[config.mk]
export PLATFORM = sky130hd
export DESIGN_NAME = tone_sequencer_flat
export DESIGN_NICKNAME = d
export VERILOG_FILES = /design/src/rtl/tone_sequencer_if.sv /design/src/rtl/tone_sequencer.sv /design/src/flat_wrapper.sv
export SDC_FILE = /design/constraint.sdc
export NUM_CORES = 1
export LEC_CHECK = 0
export CAP_MARGIN = 0
export CELL_PAD_IN_SITES_DETAIL_PLACEMENT = 0
export CELL_PAD_IN_SITES_GLOBAL_PLACEMENT = 2
export CORE_MARGIN = 2
export CORE_UTILIZATION = 38
export CTS_CLUSTER_DIAMETER = 30
export DETAILED_ROUTE_END_ITERATION = 16
export GPL_TIMING_DRIVEN = 0
export MAX_ROUTING_LAYER = met4
export PLACE_DENSITY = 0.85
export SLEW_MARGIN = 20
export SYNTH_ARGS = -nofsm -noshare
export SYNTH_HDL_FRONTEND = slang
export SYNTH_SLANG_ARGS = --single-unit
[constraint.sdc]
create_clock -name snd_clk -period 3.2 [get_ports snd_clk]
set_clock_uncertainty 0.15 [all_clocks]
set_input_delay 0.48 -clock snd_clk [delete_from_list [all_inputs] [get_ports snd_clk]]
set_output_delay 0.48 -clock snd_clk [all_outputs]
set_load 0.02 [all_outputs]
[src/rtl/tone_sequencer_if.sv]
// Request/audio bundle between the game FSM (master) and the tone sequencer (slave).
// start is a one-cycle request that is always accepted: no ready, no back-pressure.
interface tone_sequencer_if;
  logic       start;
  logic [1:0] sound;
  logic       mute;
  logic       busy;
  logic       left;
  logic       right;

  modport master (output start, output sound, output mute,
                  input  busy,  input  left,  input  right);
  modport slave  (input  start, input  sound, input  mute,
                  output busy,  output left,  output right);
endinterface

[src/rtl/tone_sequencer.sv]
// Square-wave tone generator: one of three tones for a fixed duration per start pulse,
// with optional stereo routing and an output-only mute.
module tone_sequencer #(
  parameter int               DIV_W     = 20,
  parameter int               DUR_W     = 24,
  parameter logic [DIV_W-1:0] HALF_PING = DIV_W'(32768),
  parameter logic [DIV_W-1:0] HALF_PONG = DIV_W'(131072),
  parameter logic [DIV_W-1:0] HALF_GOAL = DIV_W'(262144),
  parameter logic [DUR_W-1:0] DUR_PING  = DUR_W'(4000000),
  parameter logic [DUR_W-1:0] DUR_PONG  = DUR_W'(4000000),
  parameter logic [DUR_W-1:0] DUR_GOAL  = DUR_W'(12000000),
  parameter bit               STEREO    = 1'b0
) (
  input  logic                snd_clk,
  input  logic                rst_n,
  tone_sequencer_if.slave     bus,
  output logic                dbg_play_o
);

  typedef enum logic {S_IDLE = 1'b0, S_PLAY = 1'b1} state_e;

  state_e             state_q, state_d;
  logic [1:0]         tone_q,  tone_d;
  logic [DIV_W-1:0]   div_q,   div_d;
  logic [DUR_W-1:0]   dur_q,   dur_d;
  logic               wave_q,  wave_d;

  logic [DIV_W-1:0]   half_sel;
  logic [DIV_W-1:0]   half_eff;
  logic [DUR_W-1:0]   dur_new;
  logic               lenable;
  logic               renable;

  always_comb begin
    half_sel = DIV_W'(1);
    case (tone_q)
      2'd1:    half_sel = HALF_PING;
      2'd2:    half_sel = HALF_PONG;
      2'd3:    half_sel = HALF_GOAL;
      default: half_sel = DIV_W'(1);
    endcase
    // A zero half-period would never toggle; run it as the fastest tone instead.
    half_eff = (half_sel == '0) ? DIV_W'(1) : half_sel;
  end

  always_comb begin
    dur_new = '0;
    case (bus.sound)
      2'd1:    dur_new = DUR_PING;
      2'd2:    dur_new = DUR_PONG;
      2'd3:    dur_new = DUR_GOAL;
      default: dur_new = '0;
    endcase
  end

  always_comb begin
    state_d = state_q;
    tone_d  = tone_q;
    div_d   = div_q;
    dur_d   = dur_q;
    wave_d  = wave_q;
    if (bus.start) begin
      // A new request always restarts phase and duration, even for the same tone.
      wave_d = 1'b0;
      if (bus.sound != 2'd0) begin
        tone_d  = bus.sound;
        div_d   = '0;
        dur_d   = dur_new;
        state_d = (dur_new == '0) ? S_IDLE : S_PLAY;
      end else begin
        state_d = S_IDLE;
      end
    end else if (state_q == S_PLAY) begin
      if (div_q == half_eff - DIV_W'(1)) begin
        div_d  = '0;
        wave_d = ~wave_q;
      end else begin
        div_d  = div_q + DIV_W'(1);
      end
      dur_d = dur_q - DUR_W'(1);
      if (dur_q == DUR_W'(1)) begin
        state_d = S_IDLE;
        wave_d  = 1'b0;
      end
    end
  end

  always_ff @(posedge snd_clk or negedge rst_n) begin
    if (!rst_n) begin
      state_q <= S_IDLE;
      tone_q  <= 2'd0;
      div_q   <= '0;
      dur_q   <= '0;
      wave_q  <= 1'b0;
    end else begin
      state_q <= state_d;
      tone_q  <= tone_d;
      div_q   <= div_d;
      dur_q   <= dur_d;
      wave_q  <= wave_d;
    end
  end

  always_comb begin
    lenable = 1'b1;
    renable = 1'b1;
    if (STEREO) begin
      lenable = (tone_q != 2'd2);
      renable = (tone_q != 2'd1);
    end
  end

  assign bus.busy   = (state_q == S_PLAY);
  assign bus.left   = wave_q & ~bus.mute & lenable;
  assign bus.right  = wave_q & ~bus.mute & renable;
  assign dbg_play_o = (state_q == S_PLAY);

endmodule

[src/flat_wrapper.sv]
// flat-port wrapper written by rule: the top's interface ports become plain ports
module tone_sequencer_flat 
#(
  parameter int               DIV_W     = 20,
  parameter int               DUR_W     = 24,
  parameter logic [DIV_W-1:0] HALF_PING = DIV_W'(32768),
  parameter logic [DIV_W-1:0] HALF_PONG = DIV_W'(131072),
  parameter logic [DIV_W-1:0] HALF_GOAL = DIV_W'(262144),
  parameter logic [DUR_W-1:0] DUR_PING  = DUR_W'(4000000),
  parameter logic [DUR_W-1:0] DUR_PONG  = DUR_W'(4000000),
  parameter logic [DUR_W-1:0] DUR_GOAL  = DUR_W'(12000000),
  parameter bit               STEREO    = 1'b0
)
  (snd_clk, rst_n, dbg_play_o, bus_start, bus_sound, bus_mute, bus_busy, bus_left, bus_right);
  tone_sequencer_if bus_i ();
  input  logic snd_clk;
  input  logic rst_n;
  output logic dbg_play_o;
  input wire logic [$bits(bus_i.start)-1:0] bus_start;
  input wire logic [$bits(bus_i.sound)-1:0] bus_sound;
  input wire logic [$bits(bus_i.mute)-1:0] bus_mute;
  output wire logic [$bits(bus_i.busy)-1:0] bus_busy;
  output wire logic [$bits(bus_i.left)-1:0] bus_left;
  output wire logic [$bits(bus_i.right)-1:0] bus_right;
  assign bus_i.start = bus_start;
  assign bus_i.sound = bus_sound;
  assign bus_i.mute = bus_mute;
  assign bus_busy = bus_i.busy;
  assign bus_left = bus_i.left;
  assign bus_right = bus_i.right;
  tone_sequencer #(.DIV_W(DIV_W), .DUR_W(DUR_W), .HALF_PING(HALF_PING), .HALF_PONG(HALF_PONG), .HALF_GOAL(HALF_GOAL), .DUR_PING(DUR_PING), .DUR_PONG(DUR_PONG), .DUR_GOAL(DUR_GOAL), .STEREO(STEREO)) u_core (.snd_clk(snd_clk), .rst_n(rst_n), .bus(bus_i), .dbg_play_o(dbg_play_o));
endmodule
==> results.md <==
* DR WL/cell at approximately 16 um
* Sw frac at roughly 37%
* CP Class: primary input to register
* Max Slew Vio Count at 0
* Clk slew on worst S/H paths at 0.09 ns
* Initial Util at between 30% and 40%
* Register bit total from synthesis at 48
* Critical Path RT at approximately 3.2 ns
* Peak Freq at between 0.3 and 0.4 GHz
* Most used cell, CP: clkbuf_1
* CP Data Arrival Time at just under 3 ns
* Die Wd at roughly 90 um
* Fillers at 731
* CTS tree: built
* Placed Instances at 421
* Outcome: completed
* CTS max path bufs at 2
* Antenna violations before repair at 0
* Worst Hold Class: primary input to async pin
* Combinational Power Share at around 28%
* Nets at around 340
* DR DRC count at 0
* FF-to-FF Start: u_core.div_q[5]$_DFFE_PN0P_
* Psw at slightly below 0.6 mW
* Unique cell type count in the Yosys netlist at 53
* Global-route wire length before repair at roughly 11000 um
* Yosys warning count at 0
* Fin area at ~3100 um2
* Maximum vdd drop at between 0.2 and 0.25 mV
* Internal at just over 1 mW
* Post-cts resize count at 0
* Clock Power Share at between 20% and 30%
* RSZ-0062 raised after global routing: false
* Post-DRT Antenna Nets at 0
* Largest net degree at the start of global routing at 49
* Layout cells sized above 1 at approximately 6.4%
* H-tree depth at 2
* Number of flops mapped to enable cells by yosys at 0
* DR vias/cell at 5.48
* Fin crit period at just under 3 ns
* Clk_lat worst skew at around 0.30 ns
* Final hold vios at 0
* N_diodes at 0
* Drt total wl at about 7000 um
* CP Launch Point: bus_sound[0]
* Syn Inst Count at between 300 and 400
* Die height at 89.5 um
* Placement Rows at 31
* Area of the mapped netlist at around 2800 um2
* Min Hold Slack at 0.0441 ns
* Placer Congestion at between 0.8 and 0.9
* Port bufs at 8
* I/O Pins at 10
* Tcrit/Tclk final at between 90% and 100%
* CP max FO at 10
* Cts bufs inserted at 5
* Cell Count, Final, Fillers Out at ~430
* Clock Sinks at 48
* Placement Cell Area at 2980 um2
* Net count after synthesis at between 300 and 400
* Slew @ Worst Pin at around 0.75 ns
* Setup TNS Final at 0 ns
* Setup Buffers After CTS at 0
* Max_slew headroom at between 40 and 50%
* CTS Root Cell: clkbuf_8
* Max-Cap Viols at 0
* Cts hold-fix bufs at 0
* Area Growth Syn to Fin at 10.8%
* Setup Viol. Count Final at 0
* Delay of the slowest critical-path stage at around 0.57 ns
* Async SR Flop Fraction at 100%
* Overall Power at about 1.6 mW
* Worst Setup End Kind: register
* Gr ovfl total at 0
* Pleak at 1.23 nW
* Vias in the first global route at 2255
* Sequential-to-total area share from yosys stat at between 40% and 50%
* Total vias in the final route at between 2000 and 2500
* GRT Total Usage at a little under a fifth
* Placed wire-length estimate at slightly below 5000 um
* Pwr/cell area at 520 nW/um2
* Avg Inst Size Synth at 8.85 um2
* Core region area at roughly 7200 um2
* Critical path's slowest cell: nor2b_1
* Register share of total power at between 40 and 50%
* Main flop type after synthesis: dfrtp_1
* DR pass1 iterations at 4
* Die Footprint at between 8000 and 9000 um2
* Crit start category: primary input
* Iter 0 DRT Violations at roughly 150
* CP Cell Sequence: clkdlybuf4s50_1 -> inv_1 -> ha_1 -> nor2b_1 -> nor2_1 -> clkbuf_1 -> clkbuf_1 -> nand2_1 -> o21ai_0
## metal layers
| layer | GRT usage (%) | up-vias | wire [um] |
|---|---|---|---|
| met5 | - | - | 0 |
| met4 | 4.48 | 0 | 71 |
| met3 | 3.32 | 6 | 142 |
| met2 | 30.8 | 20 | 3410 |
| met1 | 25.2 | 1141 | 3370 |
| li1 | - | 1182 | - |
## power by group through the flow
stage | logic, mW | registers [mW] | clock network, mW
after floorplan | 0.321 | 0.760 | 0
after global placement | 0.443 | 0.783 | 0
after detailed placement | 0.445 | 0.783 | 0
after CTS | 0.448 | 0.772 | 0.401
after global routing | 0.502 | 0.785 | 0.418
final | 0.445 | 0.773 | 0.386
## synthesized netlist by cell type (all sizes together), types with 2 or more instances
cell     count  share of area [%]
clkbuf       9                1.3
nor4        11                2.5
nor2        27                3.6
o221ai       2               0.63
dfrtp       48                 43
nand2b       7                1.6
o311ai       2               0.63
o2bb2ai      2               0.63
nor3        14                2.7
and2         2               0.45
o21bai       2               0.54
and4         3               0.99
a31oi        4               0.90
nor2b        5                1.1
nand4        8                1.8
xnor2       10                3.2
and3         4               0.90
ha           6                2.7
or3          6                1.4
a41oi        2               0.63
or4          3               0.81
inv          9                1.2
mux2i        3                1.1
nand3       14                2.5
buf          5                1.3
a21oi       18                3.2
xor2        11                3.5
o21ai       24                4.3
nand2       31                4.3
o31ai        3               0.81
or2          2               0.45
nor4b        2               0.63
## critical path: cells and delay by family
kind            cells  cell delay (ns)
fa+ha+maj           1             0.24
compound gates      1             0.08
buf+inv             4             1.20
simple gates        3             0.87
## logic make-up after synthesis
kind of cell | count (synthesis) | synth area share [%]
compound gates | 69 | 15.5
xor+xnor | 21 | 6.62
fa+ha+maj | 6 | 2.70
buf+inv | 23 | 3.74
flops | 48 | 43.2
mux | 3 | 1.08
simple gates | 144 | 27.2
## through the flow
step,util (%),setup WS (ns)
6_report,42.9,0.316
5_1_grt,42.9,0.0990
4_1_cts,42.8,0.335
3_5_place_dp,41.6,0.0147
3_3_place_gp,41.6,-0.0309
2_1_floorplan,-,0.894
## cells in the final DEF (no fill, tap or decap), types with 9 or more instances in the layout
master and count:
a21oi_1 18, nand3_1 14, inv_1 9, o21ai_0 24, nor2_1 27, xnor2_1 10
nor3_1 13, dfrtp_1 48, nand2_1 30, xor2_1 11, nor4_1 10
## worst paths after layout
path,endpoint,slack (ns),depth (start not counted)
setup / recovery,u_core.div_q[16]$_DFFE_PN0P_,0.32,9
hold / removal,u_core.div_q[11]$_DFFE_PN0P_,0.04,1
setup reg to reg,u_core.div_q[2]$_DFFE_PN0P_,0.40,6
hold reg to reg,u_core.div_q[19]$_DFFE_PN0P_,0.35,1
max in group asynchronous,u_core.dur_q[6]$_DFFE_PN0P_,2.41,1
min in group snd_clk,u_core.div_q[19]$_DFFE_PN0P_,0.35,1
## registers in the layout, summed over array words and instances (netlist names)
name             flops
u_core.tone_q        2
u_core.div_q        20
u_core.bus.busy      1
u_core.dur_q        24
u_core.wave_q        1
## area by class of cell
| class | instances | area (um2) | area share [%] |
|---|---|---|---|
| clock inverter | 2 | 10.0 | 0.325 |
| clock buffer | 6 | 82.6 | 2.68 |
| buffer | 14 | 70.1 | 2.27 |
| tap | 99 | 124 | 4.02 |
| sequential | 48 | 1200 | 39.0 |
| inverter | 9 | 33.8 | 1.10 |
| timing repair buffer | 8 | 77.6 | 2.52 |
| multi-input combinational | 243 | 1480 | 48.1 |
No activity file was read; power rests on OpenSTA's default activity.
==> variant 1 (same settings) <==
`DIV_W` is set to 20 in 2 places; all go to 30.
--- a/src/rtl/tone_sequencer.sv
+++ b/src/rtl/tone_sequencer.sv
@@ -1,7 +1,7 @@
 // Square-wave tone generator: one of three tones for a fixed duration per start pulse,
 // with optional stereo routing and an output-only mute.
 module tone_sequencer #(
-  parameter int               DIV_W     = 20,
+  parameter int               DIV_W     = 30,
   parameter int               DUR_W     = 24,
   parameter logic [DIV_W-1:0] HALF_PING = DIV_W'(32768),
   parameter logic [DIV_W-1:0] HALF_PONG = DIV_W'(131072),
--- a/src/flat_wrapper.sv
+++ b/src/flat_wrapper.sv
@@ -1,7 +1,7 @@
 // flat-port wrapper written by rule: the top's interface ports become plain ports
 module tone_sequencer_flat 
 #(
-  parameter int               DIV_W     = 20,
+  parameter int               DIV_W     = 30,
   parameter int               DUR_W     = 24,
   parameter logic [DIV_W-1:0] HALF_PING = DIV_W'(32768),
   parameter logic [DIV_W-1:0] HALF_PONG = DIV_W'(131072),
Behaviour: no difference found for any inputs over 10 cycles, from zero or initial values and one cycle with rst_n low; that may be too few to reach the edited logic, so the function may still have changed.
==> variant 1 against the unedited design <==
  * Routed wire length up 34%
  * Total power up 25%
  * Synthesized area up 24%
  * Worst setup slack worse by 44 ps
  * Sequential share of layout area down 1.5 points
  * First-iteration DRC count up 3.4%
  * Critical endpoint is now u_core.dur_q[23]$_DFFE_PN0P_
  * Die area up 23%
  * Cell area up 26%
  * Sequential cell count up 10
  * Synthesized cell count up 27%
  * Combinational power up 5.6%
==> variant 1: results <==
{
  "status": "finished, final reports clean",
  "grtUsageTotal_pct": 21.37,
  "yosys.area_share.xor_xnor_pct": 1.018,
  "grt_pass1_wl_um": 15900,
  "place_worst_setup_slack_ps": -37.03,
  "finalNetCount": 433,
  "netlist_top_cells_count": "dfrtp_1 (58), nand2_1 (55), nor2_1 (34)",
  "dp_hpwl_um": 6651,
  "grt_max_degree": 34,
  "synth_adder_area_share_pct": 2.182,
  "setup.worst_path.start": "bus_sound[1]",
  "synth.area.top_cells": "dfrtp_1 (42%), nand2_1 (6.0%), o21ai_0 (3.8%)",
  "viasPerCell": 5.869,
  "port_buffers": 9,
  "timing.rr.end": "u_core.div_q[4]$_DFFE_PN0P_",
  "syn_area_per_cell_um2": 8.624,
  "syn-num-nets": 411,
  "critPathMaxStageDelay_ps": 590,
  "grt_pass1_vias": 2924,
  "clk_pin_slew_ps": 60,
  "cts_htree_levels": 3,
  "sw_frac_of_total_pct": 33.99,
  "reg_top3": "u_core.div_q: 30 flops, u_core.dur_q: 24 flops, u_core.tone_q: 2 flops",
  "clock_latency_ps": 330,
  "slew_headroom_pct": 51.74
}
-- variant 1: cell count changes in the layout (fill, tap and decap cells not counted), sizes merged, moves of 7 or more --
cell / change
clkbuf: +14
xor2: -10
nand2: +25
dfrtp: +10
o311ai: +8
o211ai: +7
nor4: +7
nor2: +8
xnor2: -7
nand3: +10
nand4: +7
a21oi: -7
-- variant 1: logic make-up (layout without fill, tap and decap cells) --
logic type      count (synthesis)  after routing
xor+xnor                        4              4
buf+inv                        35             62
fa+ha+maj                       6              6
flops                          58             58
simple gates                  199            199
compound gates                 91             91
mux                             6              6
-- variant 1: per-layer routing --
metal / GRT usage, % / wire length (um)
met5: - / 0
met2: 29.57 / 4143
met4: 7.587 / 130
met1: 31.12 / 4656
met3: 4.146 / 463
-- variant 1: per-stage QoR --
step / hold WS [ps] / instance area (um2) / total power [W]
global route: 388.5 / 3876 / 0.002150
CTS: 355.5 / 3876 / 0.002025
detailed placement: 279.7 / 3684 / 0.001379
global placement: 336.2 / 3666 / 0.001373
floorplan: 34.41 / 3441 / 0.001218
finish: 349.1 / 3876 / 0.002002
-- variant 1: power groups by stage --
stage / sequential [W] / clock (W) / combinational [W]
floorplan: 0.000893 / 0 / 0.000324
global route: 0.000915 / 0.000707 / 0.000528
CTS: 0.000901 / 0.000654 / 0.000470
global placement: 0.000911 / 0 / 0.000462
detailed placement: 0.000914 / 0 / 0.000465
finish: 0.000902 / 0.000630 / 0.000470
-- variant 1: area by class of cell --
class,instances,area (um2)
fill,901,4887
multi-input combinational,306,1844
sequential,58,1451
clock buffer,14,172.7
tap,108,135.1
timing repair buffer,11,117.6
buffer,23,100.1
inverter,12,45.04
clock inverter,2,10.01
-- variant 1: timing repair --
action,in CTS,in global routing
gates resized for setup,0,0
endpoints found under the hold margin,25,0
hold buffers,1,0
==> variant 2 (same flow settings) <==
Made on the original files. Make the reset (`rst_n`) synchronous in one clocked block.
--- a/src/rtl/tone_sequencer.sv
+++ b/src/rtl/tone_sequencer.sv
@@ -85,7 +85,7 @@
     end
   end
 
-  always_ff @(posedge snd_clk or negedge rst_n) begin
+  always_ff @(posedge snd_clk) begin
     if (!rst_n) begin
       state_q <= S_IDLE;
       tone_q  <= 2'd0;
Function: differs if rst_n is asserted again (counterexample within 4 cycles, from zero or initial values and one cycle with rst_n low); with rst_n held inactive, the same outputs for 10 cycles.
==> variant 2 against the unedited design <==
  * Synthesized area shrank 4.6%
  * Largest cell class unchanged
  * Critical path type unchanged
  * Utilization grew 1.1 points
  * Hold slack gained 280 ps
  * Routed wire length shrank 0.73%
  * Count of clock-buffer cells in the layout shrank 1
  * Global-route usage grew 0.79 points
  * Critical path depth shrank 1
  * Final cell count grew 0.93%
  * Sequential cell count is the same
  * Cell area shrank 3.3%
  * Worst setup slack gained 220 ps
  * Sequential power shrank 16%
  * Total power shrank 11%
==> variant 2: results <==
{
  "nFlopsAndLatches": 48,
  "synth_cells": 337,
  "syn-num-nets": 349,
  "use_met1_pct": 25.12,
  "reg2reg_slack_ps": 610,
  "grtUsageTotal_pct": 19.92,
  "drive_gt1_share_pct": 6.516,
  "post_dp_cell_area_mm2": 0.002843,
  "leakagePower_nw": 1.038,
  "crit_end": "u_core.div_q[5]$_SDFFE_PN0P_",
  "sw_frac_of_total_pct": 27.67,
  "signal_buffers": 23,
  "grt_max_degree": 15,
  "fillers": 690,
  "async_flop_share_pct": 0,
  "m1WireLength_um": 3153,
  "place_worst_setup_slack_ps": 205.1,
  "wl_met2_um": 3459,
  "final-nonclk-buf-share_pct": 5.294,
  "wl_per_cell_um": 16.04,
  "synth.area.top_cells": "dfxtp_1 (36%), nand3_1 (5.8%), nand2_1 (4.8%)",
  "port_buffers": 9,
  "dr_wl_met3_um": 240,
  "r2r_start": "u_core.div_q[10]$_SDFFE_PN0P_",
  "netlist_top_cells_count": "dfxtp_1 (48), nand2_1 (34), nand3_1 (31), nor2_1 (31), o21ai_0 (23)",
  "n_all_inverters": 11,
  "core_mm2": 0.006756,
  "clock_buffers": 5,
  "initialDrtViolationCount": 85,
  "num-multi-input-gates": 264,
  "p_sw_w": 0.0003943,
  "place_inst": 426,
  "dp_hpwl_um": 5012,
  "viasPerCell": 5.617,
  "finalNetCount": 365,
  "use_met3_pct": 3.582,
  "critPathArrivalTime_ps": 2690,
  "hold_path.class": "reg -> reg",
  "status": "finished, final reports clean"
}
## variant 2: how the worst min path moves through the flow
stage,startpoint,slack [ps],cells past startpoint,to
floorplan,u_core.dur_q[23]$_SDFFE_PN0P_,300,1,u_core.dur_q[23]$_SDFFE_PN0P_
global placement,u_core.dur_q[17]$_SDFFE_PN0P_,320,2,u_core.dur_q[17]$_SDFFE_PN0P_
CTS,u_core.dur_q[17]$_SDFFE_PN0P_,340,2,u_core.dur_q[17]$_SDFFE_PN0P_
detailed placement,u_core.dur_q[17]$_SDFFE_PN0P_,320,2,u_core.dur_q[17]$_SDFFE_PN0P_
global route,u_core.dur_q[17]$_SDFFE_PN0P_,370,2,u_core.dur_q[17]$_SDFFE_PN0P_
finish,u_core.dur_q[17]$_SDFFE_PN0P_,330,2,u_core.dur_q[17]$_SDFFE_PN0P_
## variant 2: worst reg2reg max path, stage by stage (launching register included)
cell	delay, ps
dfxtp_1	470
nand2_2	110
or4_4	540
a2111oi_4	510
a21oi_1	150
nand2_1	350
o311ai_0	190
